[src/rtl/qick_xcom_pkg.sv]
// Shared types for the XCOM command arbiter: FSM states, command record and
// the local-destination encoding.
package qick_xcom_pkg;

    typedef enum logic [1:0] {
        StIdle,
        StReq,
        StRel
    } xcom_state_e;

    typedef struct packed {
        logic [4:0]  op;
        logic [3:0]  dst;
        logic [31:0] dt;
    } xcom_cmd_t;

    localparam logic [3:0]  LOC_DST = 4'd0;
    localparam int unsigned CNT_W   = 4;

    function automatic logic is_local(input xcom_cmd_t cmd);
        return cmd.dst == LOC_DST;
    endfunction

endpackage

[src/rtl/xcom_cmd_fifo.sv]
// Per-source command queue. A push on a full queue is taken only when a pop
// happens in the same cycle.
module xcom_cmd_fifo
    import qick_xcom_pkg::*;
#(
    parameter int unsigned DEPTH = 4,
    parameter type         T     = xcom_cmd_t
) (
    input  logic clk_i,
    input  logic rst_i,
    input  logic push_i,
    input  logic pop_i,
    input  T     din_i,
    output T     dout_o,
    output logic full_o,
    output logic empty_o
);
    localparam int unsigned AW = $clog2(DEPTH);

    T              mem_q [DEPTH];
    logic [AW-1:0] rd_ptr_q;
    logic [AW-1:0] wr_ptr_q;
    logic [AW:0]   cnt_q;
    logic          do_push;
    logic          do_pop;

    assign empty_o = (cnt_q == '0);
    assign full_o  = (cnt_q == (AW+1)'(DEPTH));
    assign do_pop  = pop_i && !empty_o;
    assign do_push = push_i && (!full_o || do_pop);
    assign dout_o  = mem_q[rd_ptr_q];

    always_ff @(posedge clk_i) begin
        if (rst_i) begin
            rd_ptr_q <= '0;
            wr_ptr_q <= '0;
            cnt_q    <= '0;
        end else begin
            if (do_push) wr_ptr_q <= wr_ptr_q + 1'b1;
            if (do_pop)  rd_ptr_q <= rd_ptr_q + 1'b1;
            cnt_q <= cnt_q + (AW+1)'(do_push) - (AW+1)'(do_pop);
        end
    end

    always_ff @(posedge clk_i) begin
        if (do_push) mem_q[wr_ptr_q] <= din_i;
    end

endmodule

[src/rtl/qick_xcom_cmd_arb.sv]
// Arbitrates per-source command queues onto a single local/network
// req/ack handshake, with round-robin or fixed-priority selection.
module qick_xcom_cmd_arb
    import qick_xcom_pkg::*;
#(
    parameter int unsigned N_SRC = 2,
    parameter int unsigned QD    = 4,
    parameter int unsigned RR    = 1
) (
    input  logic                       clk_i,
    input  logic                       rst_i,
    input  logic [N_SRC-1:0]           src_vld_i,
    input  logic [N_SRC*5-1:0]         src_op_i,
    input  logic [N_SRC*4-1:0]         src_dst_i,
    input  logic [N_SRC*32-1:0]        src_dt_i,
    output logic [N_SRC-1:0]           src_full_o,
    output logic                       cmd_loc_req_o,
    input  logic                       cmd_loc_ack_i,
    output logic                       cmd_net_req_o,
    input  logic                       cmd_net_ack_i,
    output logic [4:0]                 cmd_op_o,
    output logic [3:0]                 cmd_dst_o,
    output logic [31:0]                cmd_dt_o,
    output logic [$clog2(N_SRC)-1:0]   cmd_src_o,
    output logic [N_SRC-1:0]           ovf_o,
    output logic [N_SRC*CNT_W-1:0]     cmd_cnt_do
);
    localparam int unsigned SW = $clog2(N_SRC);

    xcom_cmd_t        head [N_SRC];
    logic [N_SRC-1:0] full;
    logic [N_SRC-1:0] empty;
    logic [N_SRC-1:0] pop;

    xcom_state_e      state_q;
    xcom_cmd_t        cmd_q;
    logic [SW-1:0]    src_q;
    logic [SW-1:0]    rr_ptr_q;
    logic             loc_req_q;
    logic             net_req_q;
    logic [CNT_W-1:0] cnt_q [N_SRC];
    logic [N_SRC-1:0] ovf_q;

    logic             gnt_vld;
    logic [SW-1:0]    gnt_idx;
    logic [SW-1:0]    cand;
    logic [SW-1:0]    rr_nxt;
    logic             ack;

    for (genvar s = 0; s < N_SRC; s++) begin : g_src
        xcom_cmd_t din;
        assign din = '{op: src_op_i[s*5 +: 5], dst: src_dst_i[s*4 +: 4], dt: src_dt_i[s*32 +: 32]};

        xcom_cmd_fifo #(
            .DEPTH (QD),
            .T     (xcom_cmd_t)
        ) u_fifo (
            .clk_i   (clk_i),
            .rst_i   (rst_i),
            .push_i  (src_vld_i[s]),
            .pop_i   (pop[s]),
            .din_i   (din),
            .dout_o  (head[s]),
            .full_o  (full[s]),
            .empty_o (empty[s])
        );

        assign pop[s] = (state_q == StIdle) && gnt_vld && (gnt_idx == SW'(s));
        assign cmd_cnt_do[s*CNT_W +: CNT_W] = cnt_q[s];
    end

    // Scan downwards so the last hit is the first candidate in search order.
    always_comb begin
        gnt_vld = 1'b0;
        gnt_idx = '0;
        cand    = '0;
        for (int k = N_SRC - 1; k >= 0; k--) begin
            if (RR != 0) cand = SW'((int'(rr_ptr_q) + k) % N_SRC);
            else         cand = SW'(k);
            if (!empty[cand]) begin
                gnt_vld = 1'b1;
                gnt_idx = cand;
            end
        end
    end

    assign rr_nxt = (gnt_idx == SW'(N_SRC - 1)) ? '0 : gnt_idx + 1'b1;
    assign ack    = is_local(cmd_q) ? cmd_loc_ack_i : cmd_net_ack_i;

    always_ff @(posedge clk_i) begin
        if (rst_i) begin
            state_q   <= StIdle;
            cmd_q     <= '0;
            src_q     <= '0;
            rr_ptr_q  <= '0;
            loc_req_q <= 1'b0;
            net_req_q <= 1'b0;
            for (int s = 0; s < N_SRC; s++) cnt_q[s] <= '0;
        end else begin
            unique case (state_q)
                StIdle: begin
                    if (gnt_vld) begin
                        cmd_q          <= head[gnt_idx];
                        src_q          <= gnt_idx;
                        rr_ptr_q       <= rr_nxt;
                        cnt_q[gnt_idx] <= cnt_q[gnt_idx] + 1'b1;
                        loc_req_q      <= is_local(head[gnt_idx]);
                        net_req_q      <= !is_local(head[gnt_idx]);
                        state_q        <= StReq;
                    end
                end
                StReq: begin
                    if (ack) begin
                        loc_req_q <= 1'b0;
                        net_req_q <= 1'b0;
                        state_q   <= StRel;
                    end
                end
                StRel: begin
                    if (!ack) state_q <= StIdle;
                end
                default: state_q <= StIdle;
            endcase
        end
    end

    // Overflow only when the strobe is not rescued by a same-cycle pop.
    always_ff @(posedge clk_i) begin
        if (rst_i) ovf_q <= '0;
        else       ovf_q <= ovf_q | (src_vld_i & full & ~pop);
    end

    assign src_full_o    = full;
    assign ovf_o         = ovf_q;
    assign cmd_loc_req_o = loc_req_q;
    assign cmd_net_req_o = net_req_q;
    assign cmd_op_o      = cmd_q.op;
    assign cmd_dst_o     = cmd_q.dst;
    assign cmd_dt_o      = cmd_q.dt;
    assign cmd_src_o     = src_q;

endmodule

[config.mk]
export PLATFORM = sky130hd
export DESIGN_NAME = qick_xcom_cmd_arb
export DESIGN_NICKNAME = d
export VERILOG_FILES = /design/src/rtl/qick_xcom_pkg.sv /design/src/rtl/xcom_cmd_fifo.sv /design/src/rtl/qick_xcom_cmd_arb.sv
export SDC_FILE = /design/constraint.sdc
export NUM_CORES = 1
export LEC_CHECK = 0
export ABC_CLOCK_PERIOD_IN_PS = 3650
export CAP_MARGIN = 5
export CORE_MARGIN = 8
export CORE_UTILIZATION = 50
export DETAILED_ROUTE_END_ITERATION = 10
export PLACE_DENSITY = 0.7
export SLEW_MARGIN = 0
export SYNTH_ARGS = -nofsm -noshare
export SYNTH_HDL_FRONTEND = slang
export SYNTH_SLANG_ARGS = --single-unit
[constraint.sdc]
create_clock -name clk_i -period 3.65 [get_ports clk_i]
set_input_delay 0.9125 -clock clk_i [delete_from_list [all_inputs] [get_ports clk_i]]
set_output_delay 0.9125 -clock clk_i [all_outputs]
set_load 0.02 [all_outputs]
==> qor.yml, run 1 <==
logic_synthesis:
  synthTopCellsByArea: "edfxtp_1, mux4_2, dfxtp_1"
  syn-mean-instance-area_um2: 19.7
  ys_types: 47
  synth_cells: 781
  synth_top_area_frac: 0.657
  synth_seq_cells: 403
  synth_nets: 883
  yosysSeqAreaShare: 0.744
  yosysWarnings: 0
  yosys.area.top_type: "edfxtp_1"
  synth_area_mm2: 0.0154
floorplan:
  io_pins: 144
  fp.coreArea_mm2: 0.0304
  die_width_um: 191
  rows: 64
  die_y_um: 191
  dieArea_mm2: 0.0366
  start_util: 0.505
sta:
  finalSetupTns_ns: 0
  period_needed_ns: 2.95
  slew_headroom: 0.428
  post-route-period-util: 0.807
  hold_viol: 0
  worstMarginPinSlew_ns: 0.857
  setup_viol: 0
  finClkSkew_ns: 0.0144
  maxSlewViolCount: 0
  fmax_ghz: 0.339
  rsz0062_at_grt: "false"
clock_network:
  cts_hold_buf: 0
  numCtsBuffers: 41
  cts_buffer_depth: 3
  cts_root_buffer: "clkbuf_16"
  h-tree-depth: 2
  clk-insertion-delay-late_ns: 0.52
  cts_tree: "yes"
  path_clk_slew_ns: 0.06
  post_cts_buffers: 0
  cts-resized-gates: 0
  clock_sinks: 403
global_route:
  grt_usage: 0.178
  grt_pass1_wl_um: 48900
  gr-total-overflow: 0
  grt_pass1_vias: 8162
  grt_max_degree: 60
  grt_antenna_before_repair: 2
setup_path:
  worstPathMaxFanout: 3
  r2r_end: "g_src[0].u_fifo.cnt_q[2]"
  crit_arrival_ns: 2.03
  critical_path.startpoint: "g_src[0].u_fifo.cnt_q[2]"
  crit_type: "reg2out"
  r2r_cells: 12
  r2r_start: "g_src[0].u_fifo.cnt_q[1]"
  cp-end-kind: "primary output"
  start_kind: "register"
  crit_required_ns: 2.74
  r2r_slack_ns: 0.98
placed_design:
  placed_cell_area_mm2: 0.0172
  dpl.hpwl_um: 20800
  routabilityCongestion: 0.729
  portBuffers: 143
worst_hold_path:
  hold_end: "cmd_dt_o[26]"
  worstHoldStart: "cmd_dt_o[26]"
  holdPathStages: 2
  min_path_type: "reg2reg"
run_status:
  status: "finished clean"
drt:
  routed_wl_um: 32200
  vias: 7624
  drtIter0Drc: 562
  wl_per_cell_um: 23.5
  vias_per_cell: 5.56
  drc_errors: 0
  first_pass_iters: 4
  antenna_left: 0
job:
  max-cap-violations: 0
final_layout:
  final_cell_area_mm2: 0.0186
  area_delta_synth_final_pct: 21.0
  n_fill_cell: 2172
  multi_input_area_mm2: 0.00362
  drive_above_1_share: 0.232
  diodes: 0
  regArea_mm2: 0.0114
  nets: 1045
power:
  p_per_area_mw_per_mm2: 787
  peakVddDrop_mv: 0.510
  p_leak_nw: 6.05
cells in the mapped netlist (all sizes together):
| cell | instances |
|---|---|
| o21ba | 1 |
| o21ai | 3 |
| a21o | 1 |
| or3 | 1 |
| mux4 | 82 |
| inv | 11 |
| nand2b | 3 |
| a31oi | 2 |
| a22oi | 34 |
| nand2 | 41 |
| edfxtp | 336 |
| nor3b | 1 |
| mux2i | 13 |
| dfxtp | 67 |
| a21boi | 1 |
| nor2b | 3 |
| ha | 12 |
| o22ai | 1 |
| nor3 | 10 |
| nor4 | 3 |
| mux2 | 2 |
| a21oi | 40 |
| o211a | 1 |
| xnor2 | 10 |
| fa | 2 |
| clkbuf | 11 |
| nor2 | 30 |
| or2 | 3 |
| buf | 31 |
| o21a | 1 |
| a211oi | 8 |
| and2 | 8 |
| o21bai | 1 |
| xor2 | 5 |
| nand3 | 2 |
area by class of cell:
cell class,instances,area share
flip-flops and latches,403,0.616
clock buffers,54,0.0612
clock inverters,22,0.0117
well taps,396,0.0267
repair buffers,161,0.0875
inverters,11,0.00222
multi-input cells,325,0.195
cell usage in the layout, fill, tap and decap left out, types with 10 or more instances in the layout:
| master | count |
|---|---|
| a21oi_1 | 22 |
| a22oi_2 | 20 |
| ha_1 | 12 |
| inv_1 | 10 |
| xnor2_1 | 10 |
| clkbuf_16 | 43 |
| mux4_2 | 82 |
| buf_4 | 14 |
| edfxtp_1 | 336 |
| a21oi_2 | 17 |
| nor2_1 | 30 |
| mux2i_1 | 13 |
| nand2_1 | 40 |
| clkdlybuf4s50_1 | 142 |
| a22oi_1 | 14 |
| dfxtp_1 | 63 |
state kept, by name, summed over array words and instances (netlist names), named ones only:
register and flops:
cmd_dst_o 4, cmd_dt_o 32, cmd_loc_req_o 1, cmd_net_req_o 1, cmd_op_o 5, cmd_src_o 1
cnt_q 8, g_src.u_fifo.cnt_q 6, g_src.u_fifo.mem_q 328, g_src.u_fifo.rd_ptr_q 4, g_src.u_fifo.wr_ptr_q 4, ovf_o 2
rr_ptr_q 1, state_q 2
critical path, stage by stage (launching register included):
cell and delay (ns):
dfxtp_1 0.41, nor3b_1 0.41, clkdlybuf4s50_1 0.70
worst max-delay path by stage:
stage,to,slack [ns],depth (start not counted)
global placement,g_src[0].u_fifo.cnt_q[2],0.73,8
finish,src_full_o[0],0.70,2
CTS,src_full_o[0],0.67,2
global route,src_full_o[0],0.61,2
floorplan,g_src[0].u_fifo.mem_q[0][0],1.03,2
detailed placement,g_src[0].u_fifo.cnt_q[2],0.76,8
cell families after synthesis:
group	count (synthesis)	synth area share
AO/OA/AOI/OAI	94	0.0517
XOR/XNOR	15	0.00855
adder cells (fa/ha/maj)	14	0.0124
buffers and inverters	53	0.0209
flip-flops	403	0.744
multiplexers	97	0.130
AND/OR/NAND/NOR	105	0.0322
metrics by stage:
stage	setup slack (ns)	hold slack [ns]	std cells	power, mW	utilization
2_1_floorplan	1.03	0.472	781	9.29	-
3_3_place_gp	0.732	0.442	1296	10.6	0.566
3_5_place_dp	0.759	0.444	1296	10.7	0.566
4_1_cts	0.675	0.452	1372	14.8	0.611
5_1_grt	0.606	0.468	1372	15.3	0.611
6_report	0.703	0.448	1372	14.6	0.611
report_power, final:
part           leakage [nW]  total [mW]  internal (mW)  switching (mW)
combinational          1.73        4.30           1.93            2.37
clock                 0.668        4.16           2.49            1.67
sequential             3.65        6.17           5.72           0.451
layer usage:
| layer | share of wire | GRT usage |
|---|---|---|
| met1 | 0.42 | 0.236 |
| met2 | 0.50 | 0.296 |
| met3 | 0.063 | 0.0399 |
| met4 | 0.016 | 0.0432 |
| met5 | 0.00071 | 0 |
No activity file was read; power rests on OpenSTA's default activity.
==> run 2, diff against run 1 <==
--- a/config.mk
+++ b/config.mk
@@ -5,7 +5,7 @@
 export SDC_FILE = /design/constraint.sdc
 export NUM_CORES = 1
 export LEC_CHECK = 0
-export ABC_CLOCK_PERIOD_IN_PS = 3650
+export ABC_CLOCK_PERIOD_IN_PS = 2800
 export CAP_MARGIN = 5
 export CORE_MARGIN = 8
 export CORE_UTILIZATION = 50
==> constraint.sdc (replaced) <==
create_clock -name clk_i -period 2.8 [get_ports clk_i]
set_input_delay 0.7 -clock clk_i [delete_from_list [all_inputs] [get_ports clk_i]]
set_output_delay 0.7 -clock clk_i [all_outputs]
set_load 0.02 [all_outputs]
==> run 2 against run 1 <==
Compared with the run above: clock power up 32%; die area unchanged; total power up 32%; global-route usage up 0.33 points; largest power group unchanged; highest routed layer is now met4.
==> qor.yml, run 2 (synthesis results as in run 1) <==
clock_network:
  cts_root_buffer: "clkbuf_16"  # unchanged
  clock_sinks: 403  # unchanged
  cts_tree: "yes"  # unchanged
  cts_buffer_depth: 3  # unchanged
  path_clk_slew_ns: 0.06  # about the same
  h-tree-depth: 2  # unchanged
  post_cts_buffers: 0  # unchanged
  clk-insertion-delay-late_ns: 0.53  # was 0.52 ns
  numCtsBuffers: 40  # was 41
placed_design:
  portBuffers: 143  # unchanged
  routabilityCongestion: 0.734  # was 0.729
  dpl.hpwl_um: 21600  # was 20,800 um
setup_path:
  r2r_slack_ns: 0.36  # was 0.98 ns
  crit_type: "reg2out"  # unchanged
  cp-end-kind: "primary output"  # unchanged
  crit_arrival_ns: 1.88  # was 2.03 ns
  start_kind: "register"  # unchanged
  r2r_end: "g_src[0].u_fifo.cnt_q[2]"  # unchanged
  r2r_cells: 12  # unchanged
  crit_required_ns: 2.10  # was 2.74 ns
  r2r_start: "g_src[0].u_fifo.cnt_q[1]"  # unchanged
  worstPathMaxFanout: 3  # unchanged
sta:
  slew_headroom: 0.536  # was 0.428
  finClkSkew_ns: 0.0135  # was 0.0144 ns
  finalSetupTns_ns: 0  # unchanged
  maxSlewViolCount: 0  # unchanged
  fmax_ghz: 0.387
  setup_viol: 0  # unchanged
  timing.hold.ws_ns: 0.451  # was 0.448 ns
  rsz0062_at_grt: "false"  # unchanged
  worstMarginPinSlew_ns: 0.697  # was 0.857 ns
  period_needed_ns: 2.58
  post-route-period-util: 0.922
  hold_viol: 0  # unchanged
floorplan:
  io_pins: 144  # unchanged
  die_y_um: 191  # unchanged
  fp.coreArea_mm2: 0.0304  # unchanged
  start_util: 0.505  # unchanged
  die_width_um: 191  # unchanged
  rows: 64  # unchanged
  dieArea_mm2: 0.0366  # unchanged
job:
  max-cap-violations: 0  # unchanged
worst_hold_path:
  holdPathStages: 2  # unchanged
  worstHoldStart: "cmd_dt_o[25]"  # was cmd_dt_o[26]
  hold_end: "cmd_dt_o[25]"  # was cmd_dt_o[26]
  min_path_type: "reg2reg"  # unchanged
drt:
  vias_per_cell: 5.58  # was 5.56
  antenna_left: 0  # unchanged
  drc_errors: 0  # unchanged
  drtIter0Drc: 518  # was 562
  routed_wl_um: 32600  # was 32,200 um
  first_pass_iters: 5  # was 4
  vias: 7733  # was 7,624
  wl_per_cell_um: 23.5  # about the same
power:
  p_leak_nw: 6.15  # was 6.05 nW
  totalPowerFinal_mw: 19.3  # was 14.6 mW
  p_per_area_mw_per_mm2: 1030  # was 787 mW/mm2
  peakVddDrop_mv: 0.772  # was 0.510 mV
final_layout:
  final_util: 0.618  # was 0.611
  drive_above_1_share: 0.243  # was 0.232
  nets: 1059  # was 1,045
  largest_register_ffs: 328  # unchanged
  largest_register: "g_src.u_fifo.mem_q"  # unchanged
  mostFrequentLayoutCells: "edfxtp_1, clkdlybuf4s50_1, mux4_2"  # unchanged
  area_delta_synth_final_pct: 22.5  # was 21.0%
  final_common_cell: "edfxtp_1"  # unchanged
global_route:
  grt_max_degree: 38  # was 60
  grt_pass1_wl_um: 50200  # was 48,900 um
  grt_pass1_vias: 8313  # was 8,162
  gr-total-overflow: 0  # unchanged
  grt_usage: 0.181  # was 0.178
  grt_antenna_before_repair: 1  # was 2
run_status:
  status: "finished clean"  # unchanged
-- run 2: cell count changes in the layout (fill, tap and decap cells not counted), sizes merged --
cell | before | now
bufinv | 4 | 5
diode | 0 | 1
clkinv | 14 | 10
buf | 19 | 34
inv | 14 | 13
clkbuf | 54 | 56
-- run 2: what timing repair did --
action	CTS	global route
setup endpoints to repair	0	1
hold buffers	0	0
resized for setup	0	1
-- run 2: metal layers --
layer	part of all wire	track usage	routed length (um)	vias to the layer above
met5	0	0	0	-
met4	0.015	0.0370	477	0
met3	0.073	0.0460	2370	51
met2	0.48	0.301	15800	270
met1	0.43	0.240	13900	3940
li1	-	-	-	3472
-- run 2: stage by stage --
step	cells	instance area [um2]	worst slack, ns
after global routing	1385	18800	0.126
after CTS	1385	18800	0.0388
final	1386	18800	0.219
after floorplan	781	15400	0.251
after detailed placement	1311	17400	0.322
after global placement	1311	17400	0.329
-- run 2: final cells by class --
class	count	area, um2
fillers	2151	11600
flip-flops and latches	403	11400
multi-input cells	325	3630
repair buffers	176	1830
clock buffers	56	1140
well taps	396	495
clock inverters	18	235
inverters	11	41.3
diodes	1	2.50
-- run 2: critical path, cell delays in order (launching register included) --
cell	delay [ns]
dfxtp_1	0.41
nor3b_2	0.29
clkdlybuf4s50_1	0.66
-- run 2: worst max path at each step --
stage                                         from                           to  slack, ns  cells past startpoint
final                     g_src[0].u_fifo.cnt_q[2]                src_full_o[0]       0.22                      2
after global routing      g_src[0].u_fifo.cnt_q[2]                src_full_o[0]       0.13                      2
after CTS                 g_src[0].u_fifo.cnt_q[2]                src_full_o[0]       0.04                      2
after detailed placement              src_vld_i[0]     g_src[0].u_fifo.cnt_q[2]       0.32                      8
after global placement                src_vld_i[0]     g_src[0].u_fifo.cnt_q[2]       0.33                      8
after floorplan           g_src[0].u_fifo.cnt_q[1]  g_src[1].u_fifo.mem_q[0][0]       0.25                      4
-- run 2: power breakdown --
| part | internal, mW | switching [mW] |
|---|---|---|
| clock network | 3.33 | 2.17 |
| logic | 2.65 | 3.26 |
| registers | 7.45 | 0.479 |
| total | 13.4 | 5.91 |
==> run 3, diff against run 2 <==
--- a/config.mk
+++ b/config.mk
@@ -7,7 +7,6 @@
 export LEC_CHECK = 0
 export ABC_CLOCK_PERIOD_IN_PS = 2800
 export CAP_MARGIN = 5
-export CORE_MARGIN = 8
 export CORE_UTILIZATION = 50
 export DETAILED_ROUTE_END_ITERATION = 10
 export PLACE_DENSITY = 0.7
==> run 3 against run 2 <==
Compared with the run above: clock skew rose by 0.010 ns; register-to-register slack about the same; non-clock buffer count fell by 1; first-iteration DRC count rose by 4.8%; core utilization is 0.35 points higher; clock power is 7.6% lower; via count is 0.19% higher; critical path type unchanged; critical path depth did not move; routed wire length down 2.7%.
==> qor.yml, run 3 (synthesis results as in run 1) <==
sta:
  rsz0062_at_grt: "false"  # unchanged
  setup_viol: 0  # unchanged
  hold_viol: 0  # unchanged
  worstMarginPinSlew_ns: 0.701  # was 0.697 ns
  finalSetupTns_ns: 0  # unchanged
  period_needed_ns: 2.57  # was 2.58 ns
  fmax_ghz: 0.389  # was 0.387 GHz
  slew_headroom: 0.533  # was 0.536
  post-route-period-util: 0.917  # was 0.922
  maxSlewViolCount: 0  # unchanged
  finClkSkew_ns: 0.0238  # was 0.0135 ns
setup_path:
  crit_required_ns: 2.10  # about the same
  cp-end-kind: "primary output"  # unchanged
  worstPathMaxFanout: 3  # unchanged
  r2r_slack_ns: 0.35  # was 0.36 ns
  r2r_cells: 12  # unchanged
  start_kind: "register"  # unchanged
  r2r_end: "g_src[0].u_fifo.cnt_q[2]"  # unchanged
  crit_arrival_ns: 1.87  # was 1.88 ns
  crit_type: "reg2out"  # unchanged
  critical_path.startpoint: "g_src[0].u_fifo.cnt_q[2]"  # unchanged
  cp-endpoint: "src_full_o[0]"  # unchanged
  r2r_start: "g_src[0].u_fifo.cnt_q[1]"  # unchanged
power:
  p_leak_nw: 6.08  # was 6.15 nW
  peakVddDrop_mv: 0.642  # was 0.772 mV
  p_per_area_mw_per_mm2: 1010  # was 1030 mW/mm2
placed_design:
  portBuffers: 143  # unchanged
  placed_cell_area_mm2: 0.0174  # about the same
  routabilityCongestion: 0.772  # was 0.734
  dpl.hpwl_um: 19900  # was 21,600 um
final_layout:
  diodes: 0  # was 1
  nets: 1058  # was 1,059
  largest_register_ffs: 328  # unchanged
  area_delta_synth_final_pct: 21.2  # was 22.5%
  final_cell_area_mm2: 0.0186  # was 0.0188 mm2
  largest_register: "g_src.u_fifo.mem_q"  # unchanged
  n_fill_cell: 2145  # was 2,151
  final_common_cell: "edfxtp_1"  # unchanged
  drive_above_1_share: 0.238  # was 0.243
  mostFrequentLayoutCells: "edfxtp_1, clkdlybuf4s50_1, mux4_2"  # unchanged
clock_network:
  post_cts_buffers: 0  # unchanged
  cts_buffer_depth: 3  # unchanged
  clock_sinks: 403  # unchanged
  path_clk_slew_ns: 0.06  # about the same
  cts_tree: "yes"  # unchanged
  cts_root_buffer: "clkbuf_16"  # unchanged
  h-tree-depth: 2  # unchanged
  clk-insertion-delay-late_ns: 0.53  # about the same
  numCtsBuffers: 40  # unchanged
floorplan:
  start_util: 0.513  # was 0.505
  dieArea_mm2: 0.0314  # was 0.0366 mm2
  die_y_um: 177  # was 191 um
  rows: 63  # was 64
  io_pins: 144  # unchanged
  die_width_um: 177  # was 191 um
  fp.coreArea_mm2: 0.0300  # was 0.0304 mm2
global_route:
  grt_max_degree: 42  # was 38
  grt_usage: 0.211  # was 0.181
  grt_pass1_wl_um: 48400  # was 50,200 um
  grt_pass1_vias: 8154  # was 8,313
  gr-total-overflow: 0  # unchanged
  grt_antenna_before_repair: 0  # was 1
drt:
  antenna_left: 0  # unchanged
  routed_wl_um: 31700  # was 32,600 um
  drtIter0Drc: 543  # was 518
  vias: 7748  # was 7,733
  wl_per_cell_um: 23.0  # was 23.5 um
  drc_errors: 0  # unchanged
  vias_per_cell: 5.63  # was 5.58
  first_pass_iters: 5  # unchanged
worst_hold_path:
  min_path_type: "reg2reg"  # unchanged
run_status:
  status: "finished clean"  # unchanged
job:
  max-cap-violations: 0  # unchanged
## run 3: cell count changes in the layout (fill, tap and decap cells not counted), sizes merged
cell / change
buf: -1
inv: +1
clkinvlp: -1
clkbuf: +3
diode: -1
bufinv: -4
## run 3: cell type report
type / instances / area (um2) / area share
Inverter: 11 / 41.3 / 0.00222
Tap cell: 390 / 488 / 0.0262
Timing Repair Buffer: 175 / 1770 / 0.0950
Clock inverter: 14 / 104 / 0.00558
Multi-Input combinational cell: 325 / 3630 / 0.195
Clock buffer: 59 / 1150 / 0.0619
Sequential cell: 403 / 11400 / 0.614
## run 3: layer usage
metal,global-route usage,wire length (um),vias up
li1,-,-,3477
met4,0.0527,501,0
met1,0.286,13600,3997
met5,0,0,-
met2,0.355,15900,233
met3,0.0369,1710,41
## run 3: how the worst min path moves through the flow
stage / start / end / slack, ns / cells after the start
floorplan: g_src[1].u_fifo.rd_ptr_q[1] / register / 0.47 / 2
global route: cmd_dt_o[1] / cmd_dt_o[1] / 0.49 / 2
finish: cmd_dt_o[28] / cmd_dt_o[28] / 0.45 / 2
CTS: cmd_dt_o[28] / cmd_dt_o[28] / 0.45 / 2
detailed placement: cmd_dt_o[28] / cmd_dt_o[28] / 0.44 / 2
global placement: cmd_dt_o[26] / cmd_dt_o[26] / 0.44 / 2
## run 3: what timing repair did
action                                 CTS  global route
endpoints found under the hold margin    0             0
hold buffers                             0             0
setup endpoints to repair                0             1
gates resized for setup                  0             1
## run 3: per-stage QoR
stage	util	power, mW	instances	setup slack, ns	hold slack, ns
2_1_floorplan	-	12.1	781	0.251	0.472
3_3_place_gp	0.580	13.8	1304	0.322	0.441
3_5_place_dp	0.580	13.9	1304	0.307	0.445
4_1_cts	0.622	19.0	1377	0.0610	0.452
5_1_grt	0.622	19.8	1377	0.169	0.489
6_report	0.622	18.8	1377	0.232	0.450
## run 3: report_power, final
group / switching, mW / total (mW) / internal [mW]
sequential: 0.461 / 7.91 / 7.45
combinational: 3.22 / 5.84 / 2.62
clock: 2.14 / 5.09 / 2.96
## run 3: critical path: stages (launching register included)
cell             delay (ns)
dfxtp_1                0.41
nor3b_2                0.28
clkdlybuf4s50_1        0.66
